`src/rtl/reg_file_sb_if.sv`:
```
// Write/mark/read bundle for the reg_file_sb register file. The master side is the
// datapath/control, and the slave side is the register file.
interface reg_file_sb_if #(
  parameter int unsigned WIDTH = 16,
  parameter int unsigned AW    = 3
);
  logic             Ld_Reg;
  logic [AW-1:0]    Dr;
  logic [WIDTH-1:0] D;
  logic [AW-1:0]    Sr1;
  logic [AW-1:0]    Sr2;
  logic [WIDTH-1:0] Sr1_Out;
  logic [WIDTH-1:0] Sr2_Out;
  logic             Mark;
  logic [AW-1:0]    Mark_Dr;
  logic             Busy_Sr1;
  logic             Busy_Sr2;
  logic             Busy_Any;
  logic             Addr_Err;

  modport master (
    output Ld_Reg, Dr, D, Sr1, Sr2, Mark, Mark_Dr,
    input  Sr1_Out, Sr2_Out, Busy_Sr1, Busy_Sr2, Busy_Any, Addr_Err
  );

  modport slave (
    input  Ld_Reg, Dr, D, Sr1, Sr2, Mark, Mark_Dr,
    output Sr1_Out, Sr2_Out, Busy_Sr1, Busy_Sr2, Busy_Any, Addr_Err
  );
endinterface

```
`src/rtl/reg_file_sb.sv`:
```
// LC-3 general-purpose register file: one synchronous write port, two combinational read
// ports, per-register busy scoreboard. Define REGFILE_BYPASS_EN for write-to-read forwarding.
module reg_file_sb #(
  parameter int unsigned WIDTH = 16,
  parameter int unsigned DEPTH = 8,
  parameter int unsigned AW    = 3
) (
  input logic          Clk,
  input logic          Reset,
  reg_file_sb_if.slave rf_bus
);

  logic [WIDTH-1:0] regs_q [DEPTH];
  logic [WIDTH-1:0] regs_d [DEPTH];
  logic [DEPTH-1:0] busy_q, busy_d;
  logic             addr_err_q, addr_err_d;

  // One-hot selects; an out-of-range address decodes to all zeros.
  logic [DEPTH-1:0] wr_sel, mark_sel, sr1_sel, sr2_sel;
  logic             dr_ok, mark_ok;

  always_comb begin
    wr_sel   = '0;
    mark_sel = '0;
    sr1_sel  = '0;
    sr2_sel  = '0;
    for (int unsigned i = 0; i < DEPTH; i++) begin
      wr_sel[i]   = (32'(rf_bus.Dr) == i);
      mark_sel[i] = (32'(rf_bus.Mark_Dr) == i);
      sr1_sel[i]  = (32'(rf_bus.Sr1) == i);
      sr2_sel[i]  = (32'(rf_bus.Sr2) == i);
    end
  end

  assign dr_ok   = |wr_sel;
  assign mark_ok = |mark_sel;

  // Mark is applied after the write so a newer pending producer keeps the register busy.
  always_comb begin
    regs_d     = regs_q;
    busy_d     = busy_q;
    addr_err_d = addr_err_q;
    for (int unsigned i = 0; i < DEPTH; i++) begin
      if (rf_bus.Ld_Reg && wr_sel[i]) begin
        regs_d[i] = rf_bus.D;
        busy_d[i] = 1'b0;
      end
      if (rf_bus.Mark && mark_sel[i]) begin
        busy_d[i] = 1'b1;
      end
    end
    if ((rf_bus.Ld_Reg && !dr_ok) || (rf_bus.Mark && !mark_ok)) begin
      addr_err_d = 1'b1;
    end
  end

  always_ff @(posedge Clk or posedge Reset) begin
    if (Reset) begin
      regs_q     <= '{default: '0};
      busy_q     <= '0;
      addr_err_q <= 1'b0;
    end else begin
      regs_q     <= regs_d;
      busy_q     <= busy_d;
      addr_err_q <= addr_err_d;
    end
  end

  logic [WIDTH-1:0] sr1_stored, sr2_stored;
  logic             busy1_stored, busy2_stored;

  always_comb begin
    sr1_stored = '0;
    sr2_stored = '0;
    for (int unsigned i = 0; i < DEPTH; i++) begin
      if (sr1_sel[i]) sr1_stored = regs_q[i];
      if (sr2_sel[i]) sr2_stored = regs_q[i];
    end
  end

  assign busy1_stored = |(busy_q & sr1_sel);
  assign busy2_stored = |(busy_q & sr2_sel);

`ifdef REGFILE_BYPASS_EN
  logic fwd1, fwd2, mark_hit1, mark_hit2;

  assign fwd1      = rf_bus.Ld_Reg && dr_ok && (rf_bus.Sr1 == rf_bus.Dr);
  assign fwd2      = rf_bus.Ld_Reg && dr_ok && (rf_bus.Sr2 == rf_bus.Dr);
  assign mark_hit1 = rf_bus.Mark && mark_ok && (rf_bus.Sr1 == rf_bus.Mark_Dr);
  assign mark_hit2 = rf_bus.Mark && mark_ok && (rf_bus.Sr2 == rf_bus.Mark_Dr);

  assign rf_bus.Sr1_Out  = fwd1 ? rf_bus.D : sr1_stored;
  assign rf_bus.Sr2_Out  = fwd2 ? rf_bus.D : sr2_stored;
  assign rf_bus.Busy_Sr1 = fwd1 ? mark_hit1 : busy1_stored;
  assign rf_bus.Busy_Sr2 = fwd2 ? mark_hit2 : busy2_stored;
`else
  assign rf_bus.Sr1_Out  = sr1_stored;
  assign rf_bus.Sr2_Out  = sr2_stored;
  assign rf_bus.Busy_Sr1 = busy1_stored;
  assign rf_bus.Busy_Sr2 = busy2_stored;
`endif

  assign rf_bus.Busy_Any = |busy_q;
  assign rf_bus.Addr_Err = addr_err_q;

endmodule

```
`src/flat_wrapper.sv`:
```
// flat-port wrapper written by rule: the top's interface ports become plain ports
module reg_file_sb_flat 
#(
  parameter int unsigned WIDTH = 16,
  parameter int unsigned DEPTH = 8,
  parameter int unsigned AW    = 3
)
  (Clk, Reset, rf_bus_Ld_Reg, rf_bus_Dr, rf_bus_D, rf_bus_Sr1, rf_bus_Sr2, rf_bus_Mark, rf_bus_Mark_Dr, rf_bus_Sr1_Out, rf_bus_Sr2_Out, rf_bus_Busy_Sr1, rf_bus_Busy_Sr2, rf_bus_Busy_Any, rf_bus_Addr_Err);
  reg_file_sb_if #(.WIDTH(WIDTH), .AW(AW)) rf_bus_i ();
  input logic Clk;
  input logic Reset;
  input wire logic [$bits(rf_bus_i.Ld_Reg)-1:0] rf_bus_Ld_Reg;
  input wire logic [$bits(rf_bus_i.Dr)-1:0] rf_bus_Dr;
  input wire logic [$bits(rf_bus_i.D)-1:0] rf_bus_D;
  input wire logic [$bits(rf_bus_i.Sr1)-1:0] rf_bus_Sr1;
  input wire logic [$bits(rf_bus_i.Sr2)-1:0] rf_bus_Sr2;
  input wire logic [$bits(rf_bus_i.Mark)-1:0] rf_bus_Mark;
  input wire logic [$bits(rf_bus_i.Mark_Dr)-1:0] rf_bus_Mark_Dr;
  output wire logic [$bits(rf_bus_i.Sr1_Out)-1:0] rf_bus_Sr1_Out;
  output wire logic [$bits(rf_bus_i.Sr2_Out)-1:0] rf_bus_Sr2_Out;
  output wire logic [$bits(rf_bus_i.Busy_Sr1)-1:0] rf_bus_Busy_Sr1;
  output wire logic [$bits(rf_bus_i.Busy_Sr2)-1:0] rf_bus_Busy_Sr2;
  output wire logic [$bits(rf_bus_i.Busy_Any)-1:0] rf_bus_Busy_Any;
  output wire logic [$bits(rf_bus_i.Addr_Err)-1:0] rf_bus_Addr_Err;
  assign rf_bus_i.Ld_Reg = rf_bus_Ld_Reg;
  assign rf_bus_i.Dr = rf_bus_Dr;
  assign rf_bus_i.D = rf_bus_D;
  assign rf_bus_i.Sr1 = rf_bus_Sr1;
  assign rf_bus_i.Sr2 = rf_bus_Sr2;
  assign rf_bus_i.Mark = rf_bus_Mark;
  assign rf_bus_i.Mark_Dr = rf_bus_Mark_Dr;
  assign rf_bus_Sr1_Out = rf_bus_i.Sr1_Out;
  assign rf_bus_Sr2_Out = rf_bus_i.Sr2_Out;
  assign rf_bus_Busy_Sr1 = rf_bus_i.Busy_Sr1;
  assign rf_bus_Busy_Sr2 = rf_bus_i.Busy_Sr2;
  assign rf_bus_Busy_Any = rf_bus_i.Busy_Any;
  assign rf_bus_Addr_Err = rf_bus_i.Addr_Err;
  reg_file_sb #(.WIDTH(WIDTH), .DEPTH(DEPTH), .AW(AW)) u_core (.Clk(Clk), .Reset(Reset), .rf_bus(rf_bus_i));
endmodule
```
`config.mk`:
```
export PLATFORM = sky130hd
export DESIGN_NAME = reg_file_sb_flat
export DESIGN_NICKNAME = d
export VERILOG_FILES = /design/src/rtl/reg_file_sb_if.sv /design/src/rtl/reg_file_sb.sv /design/src/flat_wrapper.sv
export SDC_FILE = /design/constraint.sdc
export NUM_CORES = 1
export LEC_CHECK = 0
export ABC_CLOCK_PERIOD_IN_PS = 4400
export CAP_MARGIN = 10
export CORE_MARGIN = 2
export CORE_UTILIZATION = 33
export CTS_BUF_LIST = sky130_fd_sc_hd__clkbuf_16
export DETAILED_ROUTE_END_ITERATION = 10
export PLACE_DENSITY = 0.63
export SYNTH_ARGS = -nofsm -noshare
export SYNTH_HDL_FRONTEND = slang
export SYNTH_SLANG_ARGS = --single-unit
```
`constraint.sdc`:
```
create_clock -name Clk -period 4.4 [get_ports Clk]
set_input_delay 0.88 -clock Clk [delete_from_list [all_inputs] [get_ports Clk]]
set_output_delay 0.88 -clock Clk [all_outputs]
set_load 0.05 [all_outputs]
```
==> flow_summary_export.csv, run 1 <==
group,metric,value,unit
worst_setup_path,path_cells,"buf_2, mux2i_1, mux4_2, o21ai_0, clkdlybuf4s50_1",
die,floorplan.initialDensity,0.337,
layout,final_nets,812,
yosys,yosysWarnings,0,
global_routing,grt_max_degree,76,
clocking,holdBufCountCts,0,
global_routing,global_route.overflow_total,0,
placed_design,hpwlAfterDp,14000,µm
die,design.core.area,0.0243,mm²
routing,ant_nets,0,
yosys,synth_largest_type_area_fraction,0.419,
worst_setup_path,worst-setup-path-type,"in -> out",
worst_setup_path,crit_path_max_fanout,25,
flow_run,drv_cap,0,
die,design.die.area,0.0261,mm²
yosys,synth.top_cells.by_area,"dfrtp_1, mux2_2, mux4_2",
routing,detail_route.wirelength,21700,µm
clocking,cts_resized,0,
sta,max_freq,0.270,GHz
placed_design,globalplace.congestion,0.777,
yosys,synth_async_sr_flop_share,1.00,
die,num_io_pins,68,
layout,share_of_final_layout_standard_cells_stronger_than_drive_strength_1,0.344,
clocking,htreeDepth,4,
yosys,top_cells_by_instance_count_after_synthesis,"mux2_2, dfrtp_1, nand2_1, o21ai_0, a21oi_1",
clocking,clk-insertion-delay-late,0.41,ns
worst_setup_path,cpPeakStageDelay,0.82,ns
worst_hold_path,worst_hold_path_type,"reg -> reg",
layout,finalCoreUtilization,0.406,
yosys,mean_area_per_synthesized_cell,11.2,µm²
global_routing,grt_first_pass_wirelength,34900,µm
routing,dr.pass1.iters,5,
power,cellPowerDensity,449,mW/mm²
routing,drt-initial-drc-count,394,
layout,diodes,0,
clocking,clk_pin_slew,0.06,ns
routing,vias,6080,
layout,post-route-cell-area,0.00988,mm²
power,p_leak,4.10,nW
sta,rsz_0062_raised_after_global_routing,"false",
yosys,yosys.cell_count.top_type,"mux2_2",
worst_setup_path,timing.critical_path.from_type,"primary input",
yosys,synth.net_count,761,
yosys,ys_seq_area_frac,0.419,
sta,tightest_slew,1.05,ns
sta,hold-worst-slack,0.375,ns
global_routing,antenna_found_initial,0,
sta,totalNegativeSetupSlack,0,ns
outcome,run_status,"finished, final reports clean",
sta,finalHoldViolations,0,
clocking,clockRootBuffer,"clkbuf_16",
clocking,cts-buffers-inserted,17,
worst_setup_path,critPathRequiredTime,3.52,ns
placed_design,placed_area,0.00939,mm²
sta,max_slew_margin,0.297,
routing,avgRoutedWirePerCell,19.5,µm
sta,layout_min_cycle_time,3.70,ns
yosys,synth.ff_latch_count,137,
yosys,synth_top_area_cell,"dfrtp_1",
global_routing,vias_in_the_first_global_route,6185,
sta,report.final.setup_viol,0,
layout,nFillCells,2320,
worst_setup_path,ff2ff_setup_slack,3.57,ns
die,die_width,161,µm
yosys,synth_edf_count,0,
sta,maxSlewViolCount,0,
worst_setup_path,standard_cell_with_the_maximum_stage_delay_on_the_critical_path,"clkdlybuf4s50_1",
worst_setup_path,timing.critical_path.to_type,"output pin",
yosys,syn_area,0.00818,mm²
worst_setup_path,data_arrival_at_the_endpoint_of_the_critical_path,2.82,ns
sta,skew,0,ns
routing,drcViolationCount,0,
clocking,clock_sinks,137,
layout,area_growth_synth_to_finish,20.8,%
clocking,cts.repair_timing.setup_buffer_count,0,
yosys,synth_cell_types,41,
yosys,dominantRegCellSynth,"dfrtp_1",
placed_design,port-buffer-count,67,
die,die_h,161,µm
clocking,tritoncts,"yes",
global_routing,global_route_usage_over_all_layers,0.172,
die,std_cell_rows,57,
sta,post-route-period-util,0.840,
clocking,maximum_count_of_clock_buffers_along_a_single_path,2,
power,ir_worst_vdd,0.310,mV
yosys,syn-instance-count,729,
routing,detail_route.vias_per_cell,5.45,
-- logic make-up (layout without fill, tap and decap cells) --
| logic type | Yosys count | in the layout | synth area share |
|---|---|---|---|
| buffers and inverters | 81 | 143 | 0.0509 |
| DFF | 137 | 137 | 0.419 |
| AOI/OAI and AO/OA | 139 | 139 | 0.108 |
| muxes | 198 | 198 | 0.314 |
| and+or+nand+nor | 174 | 174 | 0.108 |
-- through the flow --
step / total power [mW] / instances / worst slack (ns)
after floorplan: 2.73 / 729 / 0.813
after global placement: 3.22 / 1085 / 0.711
after detailed placement: 3.25 / 1085 / 0.712
after CTS: 4.48 / 1115 / 0.705
after global routing: 4.68 / 1115 / 0.583
final: 4.44 / 1115 / 0.702
-- cell type report --
type                       instances  area, µm²  area share
inverter                          20       78.8     0.00798
timing repair buffer              93       1140       0.115
multi-input combinational        511       4340       0.439
clock buffer                      17        425      0.0430
clock inverter                    13       67.6     0.00684
sequential                       137       3430       0.347
tap                              324        405      0.0410
-- routing by layer --
layer	routed length, µm	vias up	track usage	share of wire
met5	0	-	0	0
met1	10000	3120	0.234	0.46
met2	10300	145	0.277	0.48
met3	860	30	0.0308	0.040
met4	494	0	0.0633	0.023
li1	-	2785	-	-
-- report_power, final --
group	total [mW]	switching, mW	internal (mW)	leakage, nW
Sequential	1.78	0.246	1.54	1.64
Clock	1.22	0.519	0.696	0.257
Combinational	1.44	0.693	0.750	2.20
-- final timing paths --
path	startpoint	to	depth (start not counted)
worst max-delay path	rf_bus_Sr1[1]	rf_bus_Busy_Sr1	5
worst min-delay path	u_core.rf_bus.Addr_Err	u_core.rf_bus.Addr_Err	0
worst max register to register	u_core.regs_q[0]	u_core.regs_q[0]	1
worst min register to register	u_core.rf_bus.Addr_Err	u_core.rf_bus.Addr_Err	0
max in group asynchronous	Reset	u_core.regs_q[59]	3
min in group asynchronous	Reset	u_core.regs_q[19]	2
-- flip-flops by register name (all words and copies together) (netlist names) --
name / flops
u_core.rf_bus.Addr_Err: 1
u_core.busy_q: 8
u_core.regs_q: 128
-- critical path: cells and delay by family --
family / cells / cell delay (ns)
compound gates: 1 / 0.08
buf+inv: 2 / 1.24
mux: 2 / 0.61
-- cells in the final DEF, fill, tap and decap left out, types with 27 or more instances in the layout --
cell,instances
a21oi_1,36
buf_12,30
buf_4,27
clkdlybuf4s50_1,31
dfrtp_1,137
mux2_2,139
mux4_2,33
nand2_1,85
nor2_1,27
o21ai_0,41
Note: power is estimated with default switching activity, not from simulation.
==> run 2, diff against run 1 <==
Settings changed: ABC_CLOCK_PERIOD_IN_PS 4400 to 3800, PLACE_DENSITY 0.63 to 0.61.
Clock period 4.4 ns to 3.8 ns, I/O delays scaled along.
==> flow_summary_export.csv, run 2 (synthesis gave the netlist of run 1 again) <==
group,metric,value,unit
worst_setup_path,data_arrival_at_the_endpoint_of_the_critical_path,2.35,ns
layout,mostFrequentLayoutCell,"mux2_2",
worst_setup_path,launching_element_of_the_worst_setup_path,"rf_bus_Sr2[1]",
sta,tightest_slew,0.944,ns
routing,vias,6082,
worst_setup_path,ff2ff_setup_slack,2.97,ns
worst_setup_path,crit_path_max_fanout,31,
worst_hold_path,whs_endpoint,"u_core.rf_bus.Addr_Err",
layout,area_growth_synth_to_finish,22.2,%
clocking,tritoncts,"yes",
clocking,clockRootBuffer,"clkbuf_16",
sta,skew,0,ns
power,cellPowerDensity,539,mW/mm²
sta,finalHoldViolations,0,
power,ir_worst_vdd,0.301,mV
sta,post-route-period-util,0.818,
routing,detail_route.wirelength,21400,µm
worst_hold_path,min_path_cells,0,
worst_setup_path,cpPeakStageDelay,0.44,ns
flow_run,drv_cap,0,
routing,dr.pass1.iters,4,
clocking,cts_resized,0,
die,std_cell_rows,57,
global_routing,antenna_found_initial,0,
worst_setup_path,critPathRequiredTime,3.04,ns
outcome,run_status,"finished, final reports clean",
placed_design,placedCellCount,1087,
power,p_leak,4.16,nW
power,total_power,5.39,mW
worst_setup_path,r2r-end,"u_core.regs_q[6]",
layout,max_flop_register,"u_core.regs_q",
worst_hold_path,timing.hold.worst.start,"u_core.rf_bus.Addr_Err",
layout,share_of_final_layout_standard_cells_stronger_than_drive_strength_1,0.353,
global_routing,grt_max_degree,53,
sta,rsz_0062_raised_after_global_routing,"false",
worst_setup_path,path_cells,"buf_2, buf_12, mux2i_1, o22ai_1, o21ai_0, nand2_1, buf_12",
routing,avgRoutedWirePerCell,19.1,µm
clocking,cts.repair_timing.setup_buffer_count,0,
sta,maxSlewViolCount,0,
global_routing,global_route.overflow_total,0,
clocking,holdBufCountCts,0,
routing,detail_route.vias_per_cell,5.44,
sta,max_freq,0.322,GHz
worst_setup_path,timing.critical_path.from_type,"primary input",
clocking,clk_pin_slew,0.06,ns
die,design.core.area,0.0243,mm²
clocking,htreeDepth,4,
layout,layoutNonFillerInstCount,1119,
routing,drt-initial-drc-count,392,
sta,max_slew_margin,0.368,
routing,drcViolationCount,0,
clocking,clock_sinks,137,
worst_setup_path,worst-setup-path-type,"in -> out",
layout,diodes,0,
worst_setup_path,r2r_start,"u_core.regs_q[6]",
layout,final_nets,814,
routing,ant_nets,0,
global_routing,grt_first_pass_wirelength,35000,µm
global_routing,vias_in_the_first_global_route,6099,
placed_design,hpwlAfterDp,13800,µm
die,die_width,161,µm
worst_setup_path,rr_worst_depth,1,
worst_setup_path,crit_top_cell,"buf_12",
placed_design,port-buffer-count,67,
sta,layout_min_cycle_time,3.11,ns
global_routing,global_route_usage_over_all_layers,0.172,
sta,totalNegativeSetupSlack,0,ns
worst_setup_path,standard_cell_with_the_maximum_stage_delay_on_the_critical_path,"buf_2",
clocking,maximum_count_of_clock_buffers_along_a_single_path,2,
die,design.die.area,0.0261,mm²
clocking,cts-buffers-inserted,17,
sta,report.final.setup_viol,0,
layout,flip_flop_count_of_the_largest_register_all_copies_and_words_added,128,
worst_hold_path,worst_hold_path_type,"reg -> reg",
die,floorplan.initialDensity,0.337,
die,num_io_pins,68,
clocking,clk-insertion-delay-late,0.42,ns
die,die_h,161,µm
placed_design,globalplace.congestion,0.778,
worst_setup_path,timing.critical_path.to_type,"output pin",
layout,layout.cells.most_common_list,"mux2_2, dfrtp_1, nand2_1",
-- run 2: worst max path at each step --
stage | to | slack, ns
2_1_floorplan | rf_bus_Busy_Sr1 | 0.45
3_3_place_gp | rf_bus_Sr1_Out[9] | 0.65
3_5_place_dp | u_core.regs_q[67] | 0.64
4_1_cts | rf_bus_Sr1_Out[9] | 0.66
5_1_grt | rf_bus_Sr1_Out[13] | 0.57
6_report | rf_bus_Sr2_Out[14] | 0.69
-- run 2: power by group --
part	internal [mW]	leakage, nW	switching (mW)
Clock	1.02	0.283	0.636
Sequential	1.78	1.64	0.289
Combinational	0.870	2.23	0.796
Total	3.67	4.16	1.72
-- run 2: area by class of cell --
type                            instances  area, µm²
Fill cell                            2301      14300
Multi-Input combinational cell        511       4340
Sequential cell                       137       3430
Timing Repair Buffer                   95       1170
Clock buffer                           17        425
Tap cell                              324        405
Clock inverter                         15        159
Inverter                               20       78.8
-- run 2: metal layers --
layer	vias up	share of wire	global-route usage
met5	-	0	0
met4	0	0.0079	0.0467
met3	11	0.045	0.0282
met2	162	0.49	0.279
met1	3117	0.46	0.239
li1	2792	-	-
-- run 2: through the flow --
stage                     area [µm²]  utilization  setup slack (ns)  hold WS (ns)
after floorplan                 8190            -             0.453         0.480
after global placement          9420        0.387             0.654         0.372
after detailed placement        9420        0.387             0.637         0.375
after CTS                      10000        0.411             0.656         0.390
after global routing           10000        0.411             0.565         0.407
final                          10000        0.411             0.692         0.385
-- run 2: critical path: cells and delay by family --
kind                   cells  cell delay [ns]
buffers and inverters      3             0.88
AO/OA/AOI/OAI              2             0.34
AND/OR/NAND/NOR            1             0.14
multiplexers               1             0.21
==> run 3, diff against run 2 <==
Settings changed: ABC_CLOCK_PERIOD_IN_PS 3800 to 2500, PLACE_DENSITY 0.61 to 0.63.
Clock period 3.8 ns to 2.5 ns, I/O delays scaled along.
==> flow_summary_export.csv, run 3 (synthesis gave the netlist of run 1 again) <==
group,metric,value,unit
routing,ant_nets,0,
power,ir_worst_vdd,0.397,mV
worst_setup_path,r2r_start,"u_core.regs_q[12]",
die,design.core.area,0.0243,mm²
routing,drcViolationCount,0,
worst_setup_path,worst-setup-path-type,"in -> out",
global_routing,global_route_usage_over_all_layers,0.172,
clocking,cts.repair_timing.setup_buffer_count,0,
sta,rsz_0062_raised_after_global_routing,"false",
layout,post-route-cell-area,0.0104,mm²
layout,mostFrequentLayoutCell,"mux2_2",
layout,area_growth_synth_to_finish,27.1,%
worst_setup_path,rr_worst_depth,1,
worst_setup_path,timing.critical_path.to_type,"output pin",
layout,layoutNonFillerInstCount,1132,
die,num_io_pins,68,
die,std_cell_rows,57,
clocking,htreeDepth,4,
layout,layout.cells.most_common_list,"mux2_2, dfrtp_1, nand2_1",
worst_hold_path,timing.hold.worst.start,"u_core.rf_bus.Addr_Err",
placed_design,port-buffer-count,67,
global_routing,grt_max_degree,60,
sta,post-route-worst-setup-slack,0.137,ns
global_routing,vias_in_the_first_global_route,6229,
worst_hold_path,whs_endpoint,"u_core.rf_bus.Addr_Err",
die,die_h,161,µm
worst_setup_path,launching_element_of_the_worst_setup_path,"rf_bus_Sr1[0]",
placed_design,placedCellCount,1100,
die,die_width,161,µm
clocking,cts-buffers-inserted,17,
clocking,tritoncts,"yes",
routing,avgRoutedWirePerCell,19.0,µm
placed_design,globalplace.congestion,0.799,
routing,detail_route.wirelength,21500,µm
worst_hold_path,min_path_cells,0,
global_routing,global_route.overflow_total,0,
sta,tightest_slew,0.498,ns
placed_design,hpwlAfterDp,13900,µm
layout,flip_flop_count_of_the_largest_register_all_copies_and_words_added,128,
routing,vias,6125,
clocking,maximum_count_of_clock_buffers_along_a_single_path,2,
sta,totalNegativeSetupSlack,0,ns
sta,max_slew_margin,0.667,
worst_setup_path,timing.critical_path.from_type,"primary input",
worst_setup_path,critPathRequiredTime,2.00,ns
die,floorplan.initialDensity,0.337,
global_routing,grt_first_pass_wirelength,34700,µm
layout,max_flop_register,"u_core.regs_q",
die,design.die.area,0.0261,mm²
clocking,clk_pin_slew,0.06,ns
power,cellPowerDensity,821,mW/mm²
layout,diodes,0,
sta,report.final.setup_viol,0,
sta,maxSlewViolCount,0,
outcome,run_status,"finished, final reports clean",
routing,dr.pass1.iters,5,
clocking,clockRootBuffer,"clkbuf_16",
power,p_leak,4.30,nW
routing,drt-initial-drc-count,389,
worst_setup_path,crit_path_max_fanout,27,
worst_setup_path,ff2ff_setup_slack,1.67,ns
worst_setup_path,r2r-end,"u_core.regs_q[12]",
sta,skew,0,ns
global_routing,antenna_found_initial,0,
sta,post-route-period-util,0.945,
flow_run,drv_cap,0,
layout,final_nets,827,
sta,layout_min_cycle_time,2.36,ns
worst_setup_path,data_arrival_at_the_endpoint_of_the_critical_path,1.86,ns
placed_design,placed_area,0.00975,mm²
layout,finalCoreUtilization,0.428,
clocking,clk-insertion-delay-late,0.42,ns
power,total_power,8.54,mW
worst_hold_path,worst_hold_path_type,"reg -> reg",
clocking,clock_sinks,137,
sta,hold-worst-slack,0.387,ns
sta,finalHoldViolations,0,
layout,share_of_final_layout_standard_cells_stronger_than_drive_strength_1,0.381,
placed_design,place_worst_setup_slack,0.121,ns
routing,detail_route.vias_per_cell,5.41,
sta,max_freq,0.423,GHz
-- run 3: how the worst max path moves through the flow --
stage	to	slack [ns]	depth (start not counted)
final	rf_bus_Sr1_Out[7]	0.14	7
after global routing	rf_bus_Sr1_Out[3]	0.006	6
after CTS	rf_bus_Busy_Any	0.05	3
after detailed placement	rf_bus_Sr1_Out[3]	0.12	6
after global placement	rf_bus_Sr1_Out[3]	0.13	6
after floorplan	rf_bus_Sr1_Out[14]	-0.007	6
-- run 3: what timing repair did --
item / in CTS / in global routing
resized for setup: 0 / 1
setup endpoints to repair: 0 / 1
hold buffers: 0 / 0
hold endpoints to repair: 0 / 0
-- run 3: area by class of cell --
class                      count  area, µm²
clock buffer                  17        425
sequential                   137       3430
clock inverter                15        223
inverter                      20       78.8
timing repair buffer         108       1460
multi-input combinational    511       4390
fill                        2241      13900
tap                          324        405
-- run 3: report_power, final --
group | total (mW) | internal, mW | switching [mW]
combinational | 2.62 | 1.38 | 1.24
sequential | 3.13 | 2.70 | 0.429
clock | 2.78 | 1.77 | 1.01
-- run 3: worst max-delay path: stages --
cell	delay, ns
buf_4	0.19
buf_12	0.23
mux2i_1	0.21
nor2_1	0.06
a221oi_1	0.33
a21oi_2	0.16
buf_12	0.17
-- run 3: routing by layer --
layer,GRT usage,part of all wire,vias to the layer above
met2,0.278,0.48,155
met4,0.0621,0.022,0
li1,-,-,2817
met5,0,0,-
met3,0.0352,0.042,27
met1,0.228,0.45,3126
